===== config.mk =====
export PLATFORM = sky130hd
export DESIGN_NAME = id_operand_stage
export DESIGN_NICKNAME = d
export VERILOG_FILES = /design/src/rtl/rv32i_pkg.sv /design/src/rtl/operand_bypass.sv /design/src/rtl/id_operand_stage.sv
export SDC_FILE = /design/constraint.sdc
export NUM_CORES = 1
export LEC_CHECK = 0
export ABC_AREA = 0
export ABC_CLOCK_PERIOD_IN_PS = 2350
export BUFFER_PORTS_ARGS = -buffer_cell sky130_fd_sc_hd__buf_2
export CAP_MARGIN = 10
export CORE_ASPECT_RATIO = 1.1
export CORE_MARGIN = 2
export CORE_UTILIZATION = 40
export CTS_BUF_LIST = sky130_fd_sc_hd__clkbuf_4 sky130_fd_sc_hd__clkbuf_8
export DETAILED_ROUTE_END_ITERATION = 6
export PLACE_DENSITY = 0.7
export SLEW_MARGIN = 20
export SYNTH_ARGS = -nofsm -noshare
export SYNTH_HDL_FRONTEND = slang
export SYNTH_SLANG_ARGS = --single-unit

===== constraint.sdc =====
create_clock -name clk -period 2.35 [get_ports clk]
set_clock_uncertainty 0.2 [all_clocks]
set_input_delay 0 -clock clk [delete_from_list [all_inputs] [get_ports clk]]
set_output_delay 0 -clock clk [all_outputs]
set_load 0.03 [all_outputs]

===== src/rtl/rv32i_pkg.sv =====
// rv32i_pkg: shared RV32I widths, instruction field positions and operand-stage states.
package rv32i_pkg;
   localparam int XLEN    = 32;
   localparam int REG_AW  = 5;
   localparam int RS1_MSB = 19;
   localparam int RS1_LSB = 15;
   localparam int RS2_MSB = 24;
   localparam int RS2_LSB = 20;
   localparam int RD_MSB  = 11;
   localparam int RD_LSB  = 7;
   typedef enum logic [1:0] {EMPTY, LIVE, HELD} op_state_e;
endpackage


===== src/rtl/operand_bypass.sv =====
// operand_bypass: per-operand x0/writeback/accept-cycle bypass mux with a snooping held register.
module operand_bypass
   import rv32i_pkg::*;
(
   input  logic              clk,
   input  logic              rst,
   input  logic              accept,
   input  logic [REG_AW-1:0] src_in,
   input  logic              live,
   input  logic              hold_cap,
   input  logic              hold,
   input  logic [XLEN-1:0]   rd_data,
   input  logic [REG_AW-1:0] wb_rd,
   input  logic              wb_en,
   input  logic [XLEN-1:0]   wb_data,
   output logic [XLEN-1:0]   operand
);
   logic [REG_AW-1:0] src;
   logic              pend_v;
   logic [XLEN-1:0]   pend_data;
   logic [XLEN-1:0]   held_data;
   logic              wb_hit;
   assign wb_hit = wb_en && (wb_rd == src);
   // regs read-during-write is not trusted, so an accept-edge writeback is remembered here
   always_comb operand = (src == '0) ? '0 :
                         wb_hit      ? wb_data :
                         (live && pend_v) ? pend_data :
                         live        ? rd_data : held_data;
   always_ff @(posedge clk or negedge rst) begin
      if (!rst) begin
         src       <= '0;
         pend_v    <= 1'b0;
         pend_data <= '0;
         held_data <= '0;
      end else begin
         if (accept) begin
            src       <= src_in;
            pend_v    <= wb_en && (wb_rd == src_in);
            pend_data <= wb_data;
         end
         if (hold_cap)
            held_data <= operand;
         else if (hold && wb_hit)
            held_data <= wb_data;
      end
   end
endmodule


===== src/rtl/id_operand_stage.sv =====
// id_operand_stage: decode-side operand fetch with writeback bypass and a valid/ready slot to EX.
module id_operand_stage
   import rv32i_pkg::*;
(
   input  logic              clk,
   input  logic              rst,
   input  logic              in_valid,
   output logic              in_ready,
   input  logic [XLEN-1:0]   in_pc,
   input  logic [31:0]       in_instr,
   input  logic              flush,
   output logic              rs_rd_en,
   output logic [REG_AW-1:0] rs1,
   output logic [REG_AW-1:0] rs2,
   input  logic [XLEN-1:0]   rs1_rd_data,
   input  logic [XLEN-1:0]   rs2_rd_data,
   input  logic [REG_AW-1:0] wb_rd,
   input  logic              wb_rd_wr_en,
   input  logic [XLEN-1:0]   wb_rd_wr_data,
   output logic              out_valid,
   input  logic              out_ready,
   output logic [XLEN-1:0]   out_pc,
   output logic [31:0]       out_instr,
   output logic [XLEN-1:0]   out_rs1_data,
   output logic [XLEN-1:0]   out_rs2_data
);
   op_state_e state, state_nxt;
   logic      accept;
   logic      live;
   logic      hold;
   logic      hold_cap;
   assign rs1 = in_instr[RS1_MSB:RS1_LSB];
   assign rs2 = in_instr[RS2_MSB:RS2_LSB];
   always_comb begin
      in_ready  = (state == EMPTY) ? !flush : (out_ready && !flush);
      accept    = in_valid && in_ready;
      rs_rd_en  = accept;
      out_valid = (state != EMPTY);
      live      = (state == LIVE);
      hold      = (state == HELD);
      hold_cap  = live && !out_ready;
      state_nxt = flush ? EMPTY :
                  accept ? LIVE :
                  (state != EMPTY && out_ready) ? EMPTY :
                  live ? HELD : state;
   end
   always_ff @(posedge clk or negedge rst) begin
      if (!rst) begin
         state     <= EMPTY;
         out_pc    <= '0;
         out_instr <= '0;
      end else begin
         state <= state_nxt;
         if (accept) begin
            out_pc    <= in_pc;
            out_instr <= in_instr;
         end
      end
   end
   operand_bypass u_byp1 (
      .clk(clk), .rst(rst), .accept(accept), .src_in(rs1), .live(live),
      .hold_cap(hold_cap), .hold(hold), .rd_data(rs1_rd_data), .wb_rd(wb_rd),
      .wb_en(wb_rd_wr_en), .wb_data(wb_rd_wr_data), .operand(out_rs1_data)
   );
   operand_bypass u_byp2 (
      .clk(clk), .rst(rst), .accept(accept), .src_in(rs2), .live(live),
      .hold_cap(hold_cap), .hold(hold), .rd_data(rs2_rd_data), .wb_rd(wb_rd),
      .wb_en(wb_rd_wr_en), .wb_data(wb_rd_wr_data), .operand(out_rs2_data)
   );
endmodule


* Word level (Yosys, flattened, before mapping) *
Cells that the tools add are included.

storage, ports and cells
  bits in registers = 174
  bits of input ports = 171
  logic and storage cells = 54

cells by class
  eq/ne operators = 6
  mux-type cells = 17
  reduce and logical (&&, ||, !) cells = 21

operator list
  operator            number
  $mux 32             12
  $eq 5x5->1          4
  $logic_and 1x1->1   12
  $logic_not 5->1     2
  $mux 2              4
  $reduce_bool 2->1   3
  $reduce_bool 4->1   1
  $eq 2x1->1 const B  1
  $eq 2x2->1 const B  1
  $logic_not 1->1     2
  $logic_not 2->1     1
  $mux 1              1

* Depth between registers and ports, before layout *
Gate-level depths: netlist of the first run.

  depth after elaboration = 6
  gate-level depth with buffers = 8

* By module *
From an unflattened synthesis of the first run, not the netlist that was laid out.

second synthesis, totals
  cells, all modules = 923
  area total of the unflattened synthesis = 10,650.2 µm²

by module, submodules not included
  module            instances  cells each  area an instance (µm²)  seq. area each (µm²)
  operand_bypass    2          383         4,033.9                 1,751.7
  id_operand_stage  1          157         2,582.5                 1,651.6

* Worst setup path before layout of the first run *
OpenSTA, ideal clock, no wires.

  path type = register to output
  from = reg out_instr[20] (netlist name)
  to = out out_rs2_data[10]
  data arrival time = 2.163 ns
  setup slack = -0.013 ns
  stages on the path, launching flop included = 8
  path through = dfrtp_1 > xnor2_1 > nand3_2 > nor2_1 > buf_2 > buf_2 > nand2_1 > a21oi_1

RTL lines
  element        RTL line                RTL
  end, declared  id_operand_stage.sv:25  output logic [XLEN-1:0] out_rs2_data

==> summary.md, run 1 <==
| Metric | Value |
|---|---|
| Predominant post-synthesis flop cell | dfrtp_1 |
| Critical path fanouts, max | 16 |
| Violated checks | negative setup slack |
| Met2 Routed Length | 19.4 mm |
| Net switching power figure | 4.83 mW |
| GPL Wtd Cong | 0.797 |
| Final nets | 1605 |
| Switching share of power | 0.411 |
| Sequential area share after synthesis | 0.430 |
| Area Growth Syn to Fin | 62.7% |
| Crit-path max cell delay | 0.44 ns |
| Setup crit end kind | primary output |
| Vias per cell | 5.66 |
| PortBufs | 311 |
| Die Wd | 151 microns |
| Netlist cell types | 40 |
| CTS Buf Count | 17 |
| Antenna Nets Post-Route | 0 |
| Hpwl dp | 21.6 mm |
| DR DRC count | 0 |
| CTS tree | built |
| Pwr/cell area | 757 nW/um^2 |
| Cell row count | 59 |
| Clock share of power | 0.187 |
| Io pins | 312 |
| Share of cells above drive strength 1 | 0.473 |
| Top Metal Used | met4 |
| CP Class | reg -> out |
| Number of flops mapped to enable cells by yosys | 0 |
| Post-Route WL | 39.1 mm |
| Largest net degree at the start of global routing | 62 |
| Setup WS post-layout | -0.104 ns |
| Hold Crit Class | in -> reg |
| CP max-delay cell | dfrtp_1 |
| Htree depth | 4 |
| Initial Utilization | 0.405 |
| Status | finished, violations left |
| RSZ-0062 raised after global routing | yes |
| Total nets after synthesis | 1089 |
| FILL cells | 1688 |
| Critical Path Source Type | register |
| Clk slew on worst S/H paths | 0.12 ns |
| WL/cell | 22.3 microns |
| Most common cell after layout, fill and taps aside | buf_2 |
| P_int | 6.92 mW |
| Comb power frac | 0.471 |
| Final Max Slew Viols | 0 |
| Peak VDD IR | 0.419 mV |
| Syn Area/Cell | 10.4 sq um |
| Worst skew pair latency | 0.48 ns |
| Full die area | 25100 sq um |
| Leak Pwr | 6.61 nW |
| Warnings from Yosys | 0 |
| Seq cells post-synth | 164 |
| Final Cycle Share | 1.04 |
| DR iter-0 viols | 731 |
| CTS root buf | clkbuf_8 |
| Worst-Margin Slew | 0.933 ns |
| Largest delay share family, worst path | buffers and inverters |
| Total chip power | 11.8 mW |
| First-pass GRT wire length | 57.7 mm |
| Peak Freq | 408 MHz |
| Async SR Flop Fraction | 1.00 |
| Initial antenna violation count | 1 |
| Worst-path cell chain | xnor2_2 -> nand3_2 -> buf_6 -> nor2_4 -> buf_12 -> nand2_1 -> a21oi_1 -> buf_4 |
| Mapped Area | 9540 sq um |
| Maximum clock path buffer count | 2 |
| Fin Setup TNS | -2.56 ns |
| Core ar. | 23500 sq um |
| Max-Cap Viols | 0 |
| Min cycle time layout | 2.45 ns |
| Met3 WL | 2.96 mm |
| Die height | 166 microns |
| Final Util | 0.659 |
| GRT Residual Overflow | 0 |
| Vias in the first global route | 10.3k |
| WL met1 | 15.3 mm |
| All-Layer GR Usage | 0.298 |
| Router iterations before antenna repair | 5 |
| Clock sinks | 164 |
| Setup violators final | 87 |
| Cell count after synthesis | 918 |
| Detailed-route via count | 9919 |
| Reg power frac | 0.343 |
| Final Hold Fails | 0 |
| Max-slew headroom | 0.378 |
| Req. time, crit path | 2.15 ns |
| Commonest non-fill, non-tap cells in the layout | buf_2 (245), dlygate4sd3_1 (169), dfrtp_1 (161) |
| Worst path bufs/invs | 3 |
| Data arrival, critical path | 2.25 ns |
power by group through the flow:
stage	sequential, mW	clock, mW	combinational [mW]
floorplan	4.32	0	2.58
global placement	3.99	0	4.19
detailed placement	4.02	0	4.26
CTS	3.97	2.20	5.17
global route	4.10	2.32	5.83
finish	4.02	2.19	5.53
Yosys cell counts (all sizes together), types with 8 or more instances:
library cell	n	area [sq um]
a21oi	60	312
xor2	8	70.1
mux2	110	1240
o21ai	13	83.8
mux2i	64	641
xnor2	12	113
nand2	120	450
buf	73	445
dfrtp	164	4100
a221o	57	571
nor3b	58	440
nor2	71	277
o211ai	57	428
clkbuf	12	45.0
path summary, 6_finish.rpt:
kind,to,slack [ns],start,cells after the start
setup / recovery,out_rs1_data[3],-0.10,out_instr[19],8
setup reg to reg,u_byp1.held_data[29],-0.07,out_instr[16],7
hold / removal,u_byp1.held_data[2],0.05,rs1_rd_data[2],5
min in group asynchronous,out_instr[12],0.37,rst,3
hold reg to reg,out_pc[0],0.31,out_pc[0],1
max in group asynchronous,state[1],0.80,rst,4
layout make-up:
class | count | area [sq um] | share of cell area
Clock buffer | 17 | 234 | 0.0151
Tap cell | 305 | 382 | 0.0246
Multi-Input combinational cell | 673 | 5650 | 0.364
Sequential cell | 164 | 4110 | 0.265
Timing Repair Buffer | 577 | 4970 | 0.320
Inverter | 1 | 3.75 | 0.000242
Clock inverter | 15 | 179 | 0.0115
Antenna cell | 1 | 2.50 | 0.000161
tightest hold or removal path, delay by kind of cell:
kind,cells,cell delay (ns)
AOI/OAI and AO/OA,2,0.21
buffers and inverters,1,0.10
muxes,2,0.38
logic make-up (layout without fill, tap and decap cells):
family	count (synthesis)	count (layout)	synth area share
AOI/OAI and AO/OA	197	202	0.155
muxes	174	174	0.197
other	0	1	0
DFF	164	164	0.430
buffers and inverters	86	610	0.0518
and+or+nand+nor	277	277	0.147
xor gates and xnor gates	20	20	0.0191
flip-flops by register name, indices dropped and copies added (netlist names):
name and cells:
u_byp2.held_data 32, u_byp2.pend_v 1, u_byp1.pend_v 1, state 2, u_byp2.pend_data 32, u_byp1.held_data 32
out_pc 32, out_instr 32
routing by layer:
metal | up-vias | global-route usage
met3 | 116 | 0.0599
met4 | 0 | 0.128
met1 | 4826 | 0.374
li1 | 4411 | -
met5 | - | 0
met2 | 566 | 0.497
stage by stage:
step / worst slack, ns / instances / area (sq um) / hold slack (ns)
2_1_floorplan: 0.0114 / 918 / 9620 / -0.496
4_1_cts: -0.0653 / 1730 / 14800 / 0.0382
3_3_place_gp: 0.0708 / 1490 / 11600 / -0.206
5_1_grt: -0.209 / 1753 / 15500 / 0.0500
6_report: -0.104 / 1753 / 15500 / 0.0528
3_5_place_dp: 0.0141 / 1490 / 11600 / -0.199
timing repair:
action / in CTS / in global routing
hold buffers: 169 / 0
gates resized for setup: 179 / 108
setup endpoints to repair: 78 / 135
cloned: 8 / 8
hold endpoints to repair: 328 / 0
pin swaps: 53 / 63
setup buffers: 31 / 16
(Power assumes the default switching activity.)
==> inputs of run 2 (changes only) <==
--- a/config.mk
+++ b/config.mk
@@ -12,7 +12,6 @@
 export CORE_ASPECT_RATIO = 1.1
 export CORE_MARGIN = 2
 export CORE_UTILIZATION = 40
-export CTS_BUF_LIST = sky130_fd_sc_hd__clkbuf_4 sky130_fd_sc_hd__clkbuf_8
 export DETAILED_ROUTE_END_ITERATION = 6
 export PLACE_DENSITY = 0.7
 export SLEW_MARGIN = 20
==> run 2 against run 1 <==
Against the previous run:
- the flow still finishes with violations (negative setup slack)
- maximum frequency is 0.89% higher
- routed wire length is 1.1% higher
- via count is 1.7% higher
- sequential power hardly changed
- critical path depth is 2 lower
- register-to-register slack better by 0.05 ns
- die area stayed put
- utilization is 1.9 points higher
- total power is 7.0% higher
- first-iteration DRC count is 4.8% lower
- cell area is 2.9% higher
- critical endpoint is now out_rs1_data[15]
==> summary.md, run 2 (synthesis gave the netlist of run 1 again) <==
| Metric | Value |
|---|---|
| Setup crit end kind | primary output |
| Peak Freq | 411 MHz |
| Final Hold Fails | 0 |
| Hpwl dp | 21.6 mm |
| Final Max Slew Viols | 0 |
| Met1 usage | 0.350 |
| Largest net degree at the start of global routing | 62 |
| WL/cell | 22.7 microns |
| Initial antenna violation count | 0 |
| Most common cell after layout, fill and taps aside | buf_2 |
| Htree depth | 4 |
| First-pass GRT wire length | 54.6 mm |
| Clk slew on worst S/H paths | 0.07 ns |
| Req. time, crit path | 2.15 ns |
| Leak Pwr | 6.85 nW |
| Worst hold margin | 0.0611 ns |
| All-Layer GR Usage | 0.279 |
| Critical Path Source Type | register |
| Area Growth Syn to Fin | 67.4% |
| Met2 Usage GRT | 0.466 |
| Min cycle time layout | 2.43 ns |
| PortBufs | 311 |
| Setup WS post-layout | -0.0821 ns |
| GPL Wtd Cong | 0.797 |
| Initial Utilization | 0.405 |
| GRT Residual Overflow | 0 |
| Share of cells above drive strength 1 | 0.478 |
| Detailed-route via count | 10.1k |
| Data arrival, critical path | 2.23 ns |
| Clock sinks | 164 |
| N_diodes | 0 |
| Setup violators final | 48 |
| Worst-Margin Slew | 0.899 ns |
| Core ar. | 23500 sq um |
| Cell Area, Placed | 11600 sq um |
| Status | finished, violations left |
| Commonest non-fill, non-tap cells in the layout | buf_2 (246), dlygate4sd3_1 (168), dfrtp_1 (160) |
| DR iter-0 viols | 696 |
| Vias in the first global route | 9989 |
| Final instance area | 16000 sq um |
| Post-Route WL | 39.6 mm |
| Maximum clock path buffer count | 2 |
| CTS root buf | clkbuf_16 |
| Cell row count | 59 |
| CTS Buf Count | 17 |
| RSZ-0062 raised after global routing | yes |
| Violated checks | negative setup slack |
| Final Cycle Share | 1.03 |
| Antenna Nets Post-Route | 0 |
| Max-Cap Viols | 0 |
| Router iterations before antenna repair | 5 |
| Full die area | 25100 sq um |
| Hold Crit Class | in -> reg |
| Die Wd | 151 microns |
| Worst skew pair latency | 0.44 ns |
| Final Util | 0.678 |
| Io pins | 312 |
| Met3 usage | 0.0560 |
| Pwr/cell area | 787 nW/um^2 |
| DR DRC count | 0 |
| Vias per cell | 5.78 |
| Max-slew headroom | 0.401 |
| Peak VDD IR | 0.594 mV |
| Total chip power | 12.6 mW |
| CP Class | reg -> out |
| Critical path fanouts, max | 10 |
| Top Usage Layer GRT | met2 |
| Die height | 166 microns |
| Final nets | 1597 |
| CTS tree | built |
[run 2: changes by cell type in the layout (fill, tap and decap cells not counted), moves of 3 or more]
cell / previous run / this run
a21oi_4: 15 / 37
clkbuf_16: 6 / 26
a21oi_2: 46 / 27
nand2_4: 10 / 29
clkbuf_8: 17 / 0
nand2_1: 94 / 83
buf_4: 44 / 34
nand2_2: 15 / 7
a21oi_1: 4 / 1
[run 2: metrics by stage]
stage               setup TNS [ns]  setup WS (ns)  instances
detailed placement               0         0.0141       1490
finish                       -1.30        -0.0821       1744
floorplan                        0         0.0114        918
global placement                 0         0.0708       1490
global route                 -6.45         -0.148       1744
CTS                         -0.132        -0.0217       1711
[run 2: final timing paths]
path                          startpoint                   end  cells after the start  slack [ns]
hold / removal                  in_valid         out_instr[26]                      4        0.06
min in group asynchronous            rst         out_instr[12]                      3        0.42
hold reg to reg                out_pc[0]             out_pc[0]                      1        0.30
setup / recovery           out_instr[16]      out_rs1_data[15]                      6       -0.08
setup reg to reg           out_instr[16]  u_byp1.held_data[28]                      6       -0.02
max in group asynchronous            rst  u_byp2.pend_data[18]                      4        0.77
[run 2: repair_timing]
item                                   4_1_cts  5_1_grt
buffers inserted                            20       19
endpoints found under the hold margin      328        0
hold buffers                               168        0
gates resized for setup                     88      275
setup endpoints to repair                   66      129
pin swaps                                    8       98
cloned                                       2       15
[run 2: power by group]
part	internal, mW	switching (mW)	leakage (nW)
logic	2.66	3.00	4.56
clock network	1.45	1.45	0.295
registers	3.50	0.528	2.00
total	7.61	4.97	6.85
[run 2: area by class of cell]
cell class	instances	area, sq um
Clock buffer	17	425
Clock inverter	15	179
Fill cell	1626	7570
Inverter	1	3.75
Multi-Input combinational cell	673	5910
Sequential cell	164	4110
Tap cell	305	382
Timing Repair Buffer	569	4970
[run 2: worst max-delay path: stages, from the launching register on]
cell and delay [ns]:
dfrtp_1 0.44, or4_4 0.59, nor2_4 0.18, buf_12 0.17, clkbuf_16 0.21, a21oi_4 0.06, buf_6 0.15
[run 2: layer usage]
| layer | part of all wire | up-vias |
|---|---|---|
| li1 | - | 4413 |
| met1 | 0.39 | 4959 |
| met2 | 0.49 | 586 |
| met3 | 0.079 | 129 |
| met4 | 0.041 | 0 |
| met5 | 0 | - |
==> inputs of run 3 (changes only) <==
--- a/config.mk
+++ b/config.mk
@@ -12,8 +12,9 @@
 export CORE_ASPECT_RATIO = 1.1
 export CORE_MARGIN = 2
 export CORE_UTILIZATION = 40
+export CTS_CLUSTER_SIZE = 25
 export DETAILED_ROUTE_END_ITERATION = 6
-export PLACE_DENSITY = 0.7
+export PLACE_DENSITY = 0.65
 export SLEW_MARGIN = 20
 export SYNTH_ARGS = -nofsm -noshare
 export SYNTH_HDL_FRONTEND = slang
==> run 3 against run 2 <==
Against the previous run:
- the flow still finishes with violations (negative setup slack)
- count of clock-buffer cells in the layout stayed put
- via count decreased by 1.5%
- sequential cell count did not move
- non-clock buffer count grew 20
- setup slack got worse by 0.00097 ns
- combinational power barely moved
- hold slack better by 0.029 ns
- total power increased by 0.65%
- first-iteration DRC count rose by 0.86%
- register-to-register slack lost 0.05 ns
- sequential share of layout area is essentially flat
- largest cell class unchanged
==> summary.md, run 3 (synthesis gave the netlist of run 1 again) <==
| Metric | Value |
|---|---|
| Total chip power | 12.7 mW |
| Antenna Nets Post-Route | 0 |
| Post-Route WL | 39.9 mm |
| RSZ-0062 raised after global routing | yes |
| Max-Cap Viols | 0 |
| Htree depth | 4 |
| GPL Wtd Cong | 0.790 |
| Cell Area, Placed | 11600 sq um |
| Req. time, crit path | 2.15 ns |
| Die Wd | 151 microns |
| Final nets | 1617 |
| Initial antenna violation count | 2 |
| Hpwl dp | 21.4 mm |
| Clk slew on worst S/H paths | 0.08 ns |
| Largest net degree at the start of global routing | 68 |
| Most common cell after layout, fill and taps aside | buf_2 |
| Peak VDD IR | 0.507 mV |
| FF-to-FF setup slack | -0.07 ns |
| Crit-path max cell delay | 0.44 ns |
| WL met1 | 15.8 mm |
| Data arrival, critical path | 2.23 ns |
| Detailed-route via count | 9937 |
| Share of cells above drive strength 1 | 0.462 |
| Setup violators final | 97 |
| Worst skew pair latency | 0.44 ns |
| Router iterations before antenna repair | 7 |
| Max-slew headroom | 0.458 |
| Met2 Routed Length | 20.1 mm |
| CP Class | reg -> out |
| FILL cells | 1654 |
| Setup WS post-layout | -0.0831 ns |
| DR DRC count | 0 |
| Vias per cell | 5.62 |
| Top Metal Used | met4 |
| Fin Setup TNS | -4.10 ns |
| Commonest non-fill, non-tap cells in the layout | buf_2 (245), dlygate4sd3_1 (168), dfrtp_1 (157) |
| Met3 WL | 2.88 mm |
| First-pass GRT wire length | 54.3 mm |
| Peak Freq | 411 MHz |
| Pwr/cell area | 792 nW/um^2 |
| Area of the multi-input gates | 5630 sq um |
| Full die area | 25100 sq um |
| CTS root buf | clkbuf_16 |
| All-Layer GR Usage | 0.277 |
| Worst Reg-to-Reg Cells | 7 |
| Initial Utilization | 0.405 |
| Hold Crit Class | in -> reg |
| Final Max Slew Viols | 0 |
| PortBufs | 311 |
| Worst Setup SP | out_instr[17] |
| Final Cycle Share | 1.04 |
| Critical path fanouts, max | 8 |
| Clock sinks | 164 |
| Violated checks | negative setup slack |
| Area Growth Syn to Fin | 67.5% |
| RR Endpoint | u_byp2.held_data[30] |
| Io pins | 312 |
| Setup crit end kind | primary output |
| Critical Path Source Type | register |
| Vias in the first global route | 9899 |
| Fin cells | 1767 |
| Final Hold Fails | 0 |
| DR iter-0 viols | 702 |
| Final instance area | 16000 sq um |
| Die height | 166 microns |
| DP Cell Count | 1487 |
| Worst-Margin Slew | 0.813 ns |
| CTS tree | built |
| GRT Residual Overflow | 0 |
| Worst-path cell chain | xnor2_2 -> nand3_2 -> buf_6 -> or2_4 -> buf_12 -> o211ai_1 -> a21oi_1 -> buf_4 |
| Critical Path End | out_rs1_data[14] |
| R2r startpoint | out_instr[23] |
| WL/cell | 22.6 microns |
| Status | finished, violations left |
| Maximum clock path buffer count | 2 |
| Core ar. | 23500 sq um |
| Cell row count | 59 |
| Register area | 4110 sq um |
| Worst hold margin | 0.0902 ns |
| Leak Pwr | 6.73 nW |
| CTS Buf Count | 17 |
| CP max-delay cell | dfrtp_2 |
| Min cycle time layout | 2.43 ns |
run 3: cell types whose count changed in the layout (fill, tap and decap cells not counted), sizes merged:
cell and delta:
diode +3, clkinv -1, clkinvlp +1, nor2 +1, a21oi -1, clkbuf +6
buf +14
run 3: report_power, final:
group / switching, mW / internal [mW] / total [mW]
sequential: 0.524 / 3.50 / 4.02
clock: 1.50 / 1.47 / 2.96
combinational: 2.97 / 2.70 / 5.67
total: 4.99 / 7.67 / 12.7
run 3: per-layer routing:
layer  GRT usage  up-vias
met5           0        -
met4      0.0914        0
met3      0.0610       84
met2       0.461      478
met1       0.357     4925
li1            -     4450
run 3: worst min path at each step:
stage	from	slack [ns]	end	depth (start not counted)
5_1_grt	flush	0.11	state[1]	3
6_report	rs2_rd_data[15]	0.09	u_byp2.held_data[15]	5
3_5_place_dp	rst	-0.21	out_instr[10]	1
4_1_cts	rs2_rd_data[20]	0.07	u_byp2.held_data[20]	5
2_1_floorplan	rst	-0.50	out_instr[0]	0
3_3_place_gp	rst	-0.21	out_instr[10]	1
run 3: final cells by class:
class | instances | area share
Sequential cell | 164 | 0.257
Clock inverter | 15 | 0.0124
Timing Repair Buffer | 589 | 0.327
Inverter | 1 | 0.000235
Tap cell | 305 | 0.0239
Antenna cell | 3 | 0.000470
Clock buffer | 17 | 0.0266
Multi-Input combinational cell | 673 | 0.352
run 3: per-stage QoR:
stage	setup WS [ns]	util
after floorplan	0.0114	-
after global placement	0.0787	0.494
after detailed placement	0.00329	0.494
after CTS	-0.0354	0.628
after global routing	-0.175	0.679
final	-0.0831	0.679
run 3: timing repair:
action	4_1_cts	5_1_grt
gates resized for setup	140	124
hold buffers	168	0
setup buffers	21	31
pin swaps	10	53
setup endpoints to repair	76	127
hold endpoints to repair	328	0
cloned	7	20
run 3: critical path, delay by kind of cell, from the launching register on:
kind	cells	cell delay, ns
flip-flops	1	0.44
XOR/XNOR	1	0.18
AO/OA/AOI/OAI	2	0.22
buffers and inverters	3	0.50
AND/OR/NAND/NOR	2	0.45
